`src/rtl/frontend.sv`:
```
// Instruction fetch frontend: PC register, i-cache handshake, branch prediction.
// Define FRONTEND_BPRED_EN to build the 2-bit counter + BTB predictor.
module frontend #(
    parameter int              XLEN         = 32,
    parameter int              ILEN         = 32,
    parameter int              HLEN         = 4,
    parameter int              ICACHE_INSTR = 4,
    parameter logic [XLEN-1:0] BOOT_PC      = 32'h0000_0000
) (
    input  logic                         clk_i,
    input  logic                         rst_n_i,
    input  logic                         flush_i,
    output logic [XLEN-1:0]              addr_o,
    output logic                         addr_valid_o,
    input  logic                         addr_ready_i,
    input  logic [XLEN-1:0]              data_pc_i,
    input  logic [ICACHE_INSTR*ILEN-1:0] data_line_i,
    input  logic                         data_valid_i,
    output logic                         data_ready_o,
    input  logic                         issue_ready_i,
    output logic                         issue_valid_o,
    output logic [ILEN-1:0]              instruction_o,
    output logic [XLEN-1:0]              pred_pc_o,
    output logic [HLEN-1:0]              pred_index_o,
    output logic [XLEN-1:0]              pred_target_o,
    output logic                         pred_taken_o,
    input  logic                         res_valid_i,
    input  logic                         res_taken_i,
    input  logic                         res_mispredict_i,
    input  logic [XLEN-1:0]              res_pc_i,
    input  logic [XLEN-1:0]              res_target_i,
    input  logic [HLEN-1:0]              res_index_i,
    output logic [XLEN-1:0]              pc_o
);

    localparam int SLOTW = (ICACHE_INSTR > 1) ? $clog2(ICACHE_INSTR) : 1;

    logic [XLEN-1:0]  pc_q;
    logic [XLEN-1:0]  pc_d;
    logic [XLEN-1:0]  pc_plus4;
    logic [SLOTW-1:0] slot;
    logic [HLEN-1:0]  idx;
    logic             match;
    logic             redirect;
    logic             fetch_ok;
    logic             hit;
    logic [XLEN-1:0]  btb_tgt;
    logic             ctr_taken;

    assign pc_plus4 = pc_q + XLEN'(4);
    assign idx      = pc_q[HLEN+1:2];
    assign slot     = (ICACHE_INSTR > 1) ? pc_q[SLOTW+1:2] : '0;

`ifdef FRONTEND_BPRED_EN
    localparam int DEPTH = 1 << HLEN;
    localparam int TAGW  = XLEN - HLEN - 2;

    logic [1:0]      ctr_q     [DEPTH];
    logic [1:0]      ctr_d     [DEPTH];
    logic            btb_v_q   [DEPTH];
    logic            btb_v_d   [DEPTH];
    logic [TAGW-1:0] btb_tag_q [DEPTH];
    logic [TAGW-1:0] btb_tag_d [DEPTH];
    logic [XLEN-1:0] btb_tgt_q [DEPTH];
    logic [XLEN-1:0] btb_tgt_d [DEPTH];

    // Lookup reads registered state, so a same-cycle update is seen next cycle.
    assign hit       = btb_v_q[idx] & (btb_tag_q[idx] == pc_q[XLEN-1:HLEN+2]);
    assign btb_tgt   = btb_tgt_q[idx];
    assign ctr_taken = ctr_q[idx][1];

    always_comb begin
        ctr_d     = ctr_q;
        btb_v_d   = btb_v_q;
        btb_tag_d = btb_tag_q;
        btb_tgt_d = btb_tgt_q;
        if (res_valid_i) begin
            if (res_taken_i && ctr_q[res_index_i] != 2'b11) begin
                ctr_d[res_index_i] = ctr_q[res_index_i] + 2'b01;
            end else if (!res_taken_i && ctr_q[res_index_i] != 2'b00) begin
                ctr_d[res_index_i] = ctr_q[res_index_i] - 2'b01;
            end
            if (res_taken_i) begin
                btb_v_d[res_index_i]   = 1'b1;
                btb_tag_d[res_index_i] = res_pc_i[XLEN-1:HLEN+2];
                btb_tgt_d[res_index_i] = res_target_i;
            end
        end
    end

    always_ff @(posedge clk_i) begin
        if (!rst_n_i) begin
            for (int i = 0; i < DEPTH; i++) begin
                ctr_q[i]   <= 2'b01;
                btb_v_q[i] <= 1'b0;
            end
        end else begin
            ctr_q   <= ctr_d;
            btb_v_q <= btb_v_d;
        end
        btb_tag_q <= btb_tag_d;
        btb_tgt_q <= btb_tgt_d;
    end
`else
    logic unused_res_index;

    assign unused_res_index = ^res_index_i;
    assign hit              = 1'b0;
    assign btb_tgt          = pc_plus4;
    assign ctr_taken        = 1'b0;
`endif

    assign match    = data_valid_i & (data_pc_i == pc_q);
    assign redirect = res_valid_i & res_mispredict_i;
    assign fetch_ok = addr_valid_o & addr_ready_i & match
                    & issue_ready_i & ~redirect;

    assign addr_valid_o  = rst_n_i & ~flush_i;
    assign data_ready_o  = issue_ready_i;
    assign issue_valid_o = fetch_ok;
    assign instruction_o = data_line_i[int'(slot)*ILEN +: ILEN];
    assign pc_o          = pc_q;
    assign addr_o        = pc_q;
    assign pred_pc_o     = pc_q;
    assign pred_index_o  = idx;
    assign pred_taken_o  = fetch_ok & hit & ctr_taken;
    assign pred_target_o = hit ? btb_tgt : pc_plus4;

    always_comb begin
        pc_d = pc_q;
        if (redirect) begin
            pc_d = res_taken_i ? res_target_i : res_pc_i + XLEN'(4);
        end else if (fetch_ok) begin
            pc_d = pred_taken_o ? pred_target_o : pc_plus4;
        end
    end

    always_ff @(posedge clk_i) begin
        if (!rst_n_i) begin
            pc_q <= BOOT_PC;
        end else begin
            pc_q <= pc_d;
        end
    end

endmodule

```
`config.mk`:
```
export PLATFORM = sky130hd
export DESIGN_NAME = frontend
export DESIGN_NICKNAME = d
export VERILOG_FILES = /design/src/rtl/frontend.sv
export SDC_FILE = /design/constraint.sdc
export NUM_CORES = 1
export LEC_CHECK = 0
export CAP_MARGIN = 20
export CORE_AREA = 2 2 158 160
export CTS_BUF_LIST = sky130_fd_sc_hd__clkbuf_16
export DETAILED_ROUTE_END_ITERATION = 16
export DIE_AREA = 0 0 160 162
export PLACE_DENSITY_LB_ADDON = 0.2
export SLEW_MARGIN = 25
export SYNTH_ARGS = -nofsm -noshare
export SYNTH_HDL_FRONTEND = slang
export SYNTH_SLANG_ARGS = --single-unit
```
`constraint.sdc`:
```
create_clock -name clk_i -period 4.11 [get_ports clk_i]
set_input_delay 0.6165 -clock clk_i [delete_from_list [all_inputs] [get_ports clk_i]]
set_output_delay 0.6165 -clock clk_i [all_outputs]
set_load 0.03 [all_outputs]
```
Word-level counts from Yosys, hierarchy flattened
Index checks and enable logic that the tools add are counted.

storage, ports and cells
  output and inout port bits = 168
  register bits after elaboration = 32
  input bits = 237
  logic and storage cells = 18
  ROM bits = 0
  RAM bits = 0
  latch bits = 0
  memories kept = 0

operators by class
  equal/unequal tests = 1
  bitwise logic cells = 9
  magnitude comparators = 0
  reduce and logical (&&, ||, !) cells = 1
  divide/modulo/power cells = 0
  mux-type cells = 3
  $mul = 0
  shift operators = 1
  add/subtract/negate cells = 2

operators by type and width
  kind                   count
  $shiftx 128x8->32      1
  $mux 32                3
  $add 32x3->32 const B  2
  $eq 32x32->1           1
  $and 1x1->1            7
  $not 1->1              2
  $reduce_bool 2->1      1

Longest topological paths before layout
Gate-level depths: netlist of run 1.

  depth after elaboration = 8
  mapped depth = 9

Worst setup path before layout of run 1
No wires, ideal clock.

  path type = input port to output port
  from = input rst_n_i
  to = output issue_valid_o
  arrival = 2.535 ns
  path slack = 0.958 ns
  stages on the path = 6
  required time = 3.493 ns
  path buffers = 1
  path through = buf_2 > nor2b_1 > o221ai_1 > nor3_4 > nand3_2 > nor2_1

between the ends
  longest elaborated chain between the ends = 5

ends and longest elaborated chain
  element                   line  source
  from (decl)               11    input logic rst_n_i,
  $and 1x1->1               118   assign addr_valid_o = rst_n_i & ~flush_i;
  net addr_valid_o          14    output logic addr_valid_o,
  $and 1x1->1 (2 in a row)  115   assign fetch_ok = addr_valid_o & addr_ready_i & match
  $and 1x1->1 (2 in a row)  116   & issue_ready_i & ~redirect;
  to (decl)                 21    output logic issue_valid_o,

The timed path passes the listed nets, and every way through them passes these cells.

Worst setup path after layout of run 1
  from = register pc_q[4] (netlist: addr_o[4])
  to = output pred_target_o[31]

between the ends
  longest elaborated chain between the ends = 1

ends and longest elaborated chain
  element                 line  source
  from (decl)             38    logic [XLEN-1:0] pc_q;
  from (signal assigned)  142   pc_q <= pc_d;
  $add 32x3->32           50    assign pc_plus4 = pc_q + XLEN'(4);
  to (decl)               25    output logic [XLEN-1:0] pred_target_o,

No other way between the ends.

==> results.md, run 1 <==
* Status: complete, no violations
* Synth warnings at 0
* Share of layout cells above drive strength 1 at 7.95%
* Skew final at 0.00691 ns
* Router iterations before antenna repair at 4
* Vias in the first global route at about 5.6k
* Synth Area in Compound Gates at 14.7%
* Clock group share of total power at 20.3%
* Register area share after synthesis at 13.5%
* Critical path class: reg2out
* Leakage power at a little under 3 nW
* H-tree depth at 2
* Setup repair after global routing missed its margin: false
* Die ar. at 0.0259 mm^2
* Top post-synthesis cells by area: mux4_2 (15%), dfxtp_1 (14%), buf_4 (12%)
* Cell area after synthesis at 0.00474 mm^2
* Data required, critical path at 3.49 ns
* Slew Viols, Final at 0
* Initial antenna violation count at 3
* Count of final hold-check violations at 0
* FF+latch count, synth at 32
* Die height at 162 um
* Final setup vio count at 0
* Register area at 643 um^2
* Post-Syn Instances at 565
* # hold bufs at CTS at 0
* Total CTS buffers at 5
* Post-detailed-route via-to-cell ratio at 4.65
* Synth Flop Type: dfxtp_1
* Post-Layout Cell Count at 1208
* First-pass GRT wire length at 38100 um
* Max reg flops at 32
* Post-route setup TNS at 0 ns
* WL final at 26900 um
* Num rows at 57
* Number of synthesized flops with an enable pin at 0
* Worst Setup End Kind: output pin
* Synth Net Count at ~800
* Antenna-violating nets left at 0
* Root Buffer: clkbuf_16
* Clk_lat worst skew at between 0.2 and 0.3 ns
* Post-Synth Simple-Gate Area at around 22%
* Crit path DAT at 3.04 ns
* Placed Instances at 1198
* Post-CTS Setup Repair Bufs at 0
* Setup crit start kind: flop
* Peak Freq at between 200 and 300 MHz
* Vias at between 5k and 6k
* Max_cap viols at 0
* Clock sinks at 32
* Slew @ Worst Pin at roughly 0.73 ns
* Final min period at roughly 3.7 ns
* Clock tree buffer depth at 2
* Adder-cell share of the synthesized area at 0.528%
* Initial Util at 19.7%
* Cell taking the most area after synthesis: mux4_2
* Max VDD drop at 0.000124 V
* Dpl hpwl at about 23000 um
* Top cell type's share of synthesized area at between 15 and 20%
* P_sw at 703 uW
* Period utilization at 89.1%
* Num ports at 405
* Internal Power at 1.07 mW
* Largest family of logic cells by synthesized area: simple AND/OR/NAND/NOR gates
* Crit Path Max Fanout at 12
* Layout Area Growth over Synthesis at 84.0%
* Register share of total power at 20.7%
* Post-Synth XOR/XNOR Area at 16.1%
* Core ar. at 0.0241 mm^2
* Core Util, Final at roughly 36%
* Post-route DRC at 0
* Hold crit path type: reg2reg
* Slew headroom at 51.2%
* Largest net degree at the start of global routing at 45
* Routability Congestion at just over 0.8
* Area of the multi-input gates at around 0.0033 mm^2
* Syn_area_per_cell at between 8 and 9 um^2
* Gate power share at between 50% and 60%
* Async S/R FF share, synth at 0%
* Hold Slack at 0.576 ns
* Net Sw Frac at 39.7%
* Cts repair resizes at 0
* Cell Pwr Density at 203 mW/mm^2
* CTS tree: built
* Fillers at approximately 2.6k
* Die Width at ~160 um
* Worst-path clk slew at 0.05 ns
* NumNets Final at 1120
* Distinct cells, synth at 61
* Grt total ovfl at 0
* GRT Total Usage at 19.8%
* Avg WL per Cell at 22.3 um
* Mux cell area share after synthesis at 16.5%
* Number of port buffers at 399
* DR iter-0 viols at 248
-- routing by layer --
metal / vias to the layer above / GRT usage [%] / wire length, um
met1: 2692 / 23.4 / 10900
met5: - / 0 / 0
li1: 2672 / - / -
met3: 24 / 3.91 / 1720
met4: 0 / 7.21 / 855
met2: 232 / 35.4 / 13500
-- cells in the final DEF, fill, tap and decap left out, drive strengths merged, types with 12 or more instances in the layout --
cell           count
mux4              32
buf               23
xor2              26
nand3             22
o21ai             28
xnor2             61
clkdlybuf4s50    398
nand4             23
nand2             38
a31oi             12
dfxtp             32
and3              14
nor2              23
-- Yosys cell counts, types with 3 or more instances --
cell type	number
buf_1	7
o311a_1	3
and3_1	14
a21oi_1	7
xnor2_1	61
buf_4	74
o21ai_0	28
dfxtp_1	32
mux2i_1	5
and4_1	10
nor2_1	23
o211ai_1	3
xor2_1	26
nand4_1	22
a211oi_1	7
nor4_1	9
mux4_2	32
a31oi_1	12
inv_1	11
nor2b_1	3
nand2b_1	5
buf_2	10
nand3_1	20
o221ai_1	8
o221a_1	3
clkbuf_1	17
nor3_1	7
o31ai_1	5
o31a_1	4
or3_1	11
a311oi_1	3
and2_1	4
buf_6	3
nand2_1	38
-- final cells by class --
type	count	area share [%]
flip-flops and latches	32	7.37
inverters	12	0.516
multi-input cells	409	38.1
clock buffers	5	1.43
diodes	3	0.0861
repair buffers	421	47.8
clock inverters	2	0.0861
well taps	324	4.65
-- metrics by stage --
stage | area, um^2 | total power, mW | setup slack, ns
2_1_floorplan | 4740 | 0.901 | 0.958
3_3_place_gp | 8580 | 1.42 | 0.706
3_5_place_dp | 8580 | 1.42 | 0.709
4_1_cts | 8710 | 1.79 | 0.424
5_1_grt | 8720 | 1.84 | 0.119
6_report | 8720 | 1.77 | 0.450
-- worst max-delay path, stage by stage, from the launching register on --
cell	delay [ns]
dfxtp_1	0.61
nand4_1	0.17
nand4bb_1	0.33
nor3_1	0.52
nand3_1	0.22
xnor2_1	0.19
clkdlybuf4s50_1	0.72
-- power by group through the flow --
stage,Clock (mW),Sequential (mW),Combinational (mW)
6_report,0.360,0.367,1.04
5_1_grt,0.378,0.373,1.09
4_1_cts,0.366,0.369,1.05
3_5_place_dp,0,0.376,1.05
3_3_place_gp,0,0.374,1.05
2_1_floorplan,0,0.402,0.500
-- kinds of logic (layout without fill, tap and decap cells) --
kind of cell | Yosys count | in the layout
simple gates | 182 | 182
compound gates | 99 | 99
buf+inv | 124 | 440
mux | 38 | 38
other cells | 1 | 4
fa+ha+maj | 2 | 2
flops | 32 | 32
xor+xnor | 87 | 87
-- path summary, 6_finish.rpt --
kind / startpoint / end / slack [ns] / cells past startpoint
hold reg to reg: addr_o[1] / addr_o[1] / 0.58 / 2
setup / recovery: addr_o[4] / pred_target_o[31] / 0.45 / 6
setup reg to reg: addr_o[2] / addr_o[24] / 1.20 / 8
hold / removal: addr_o[1] / addr_o[1] / 0.58 / 2
Note: power is estimated with default switching activity, not from simulation.
==> inputs of run 2 (changes only) <==
Settings changed: SLEW_MARGIN 25 to default.
==> results of run 2 <==
No change in the layout: final DEF, timing and power equal those of run 1.
==> inputs of run 3 (changes only) <==
Settings changed: SLEW_MARGIN from default to 20.
==> results of run 3 <==
No change in the layout: final DEF, timing and power equal those of run 1.
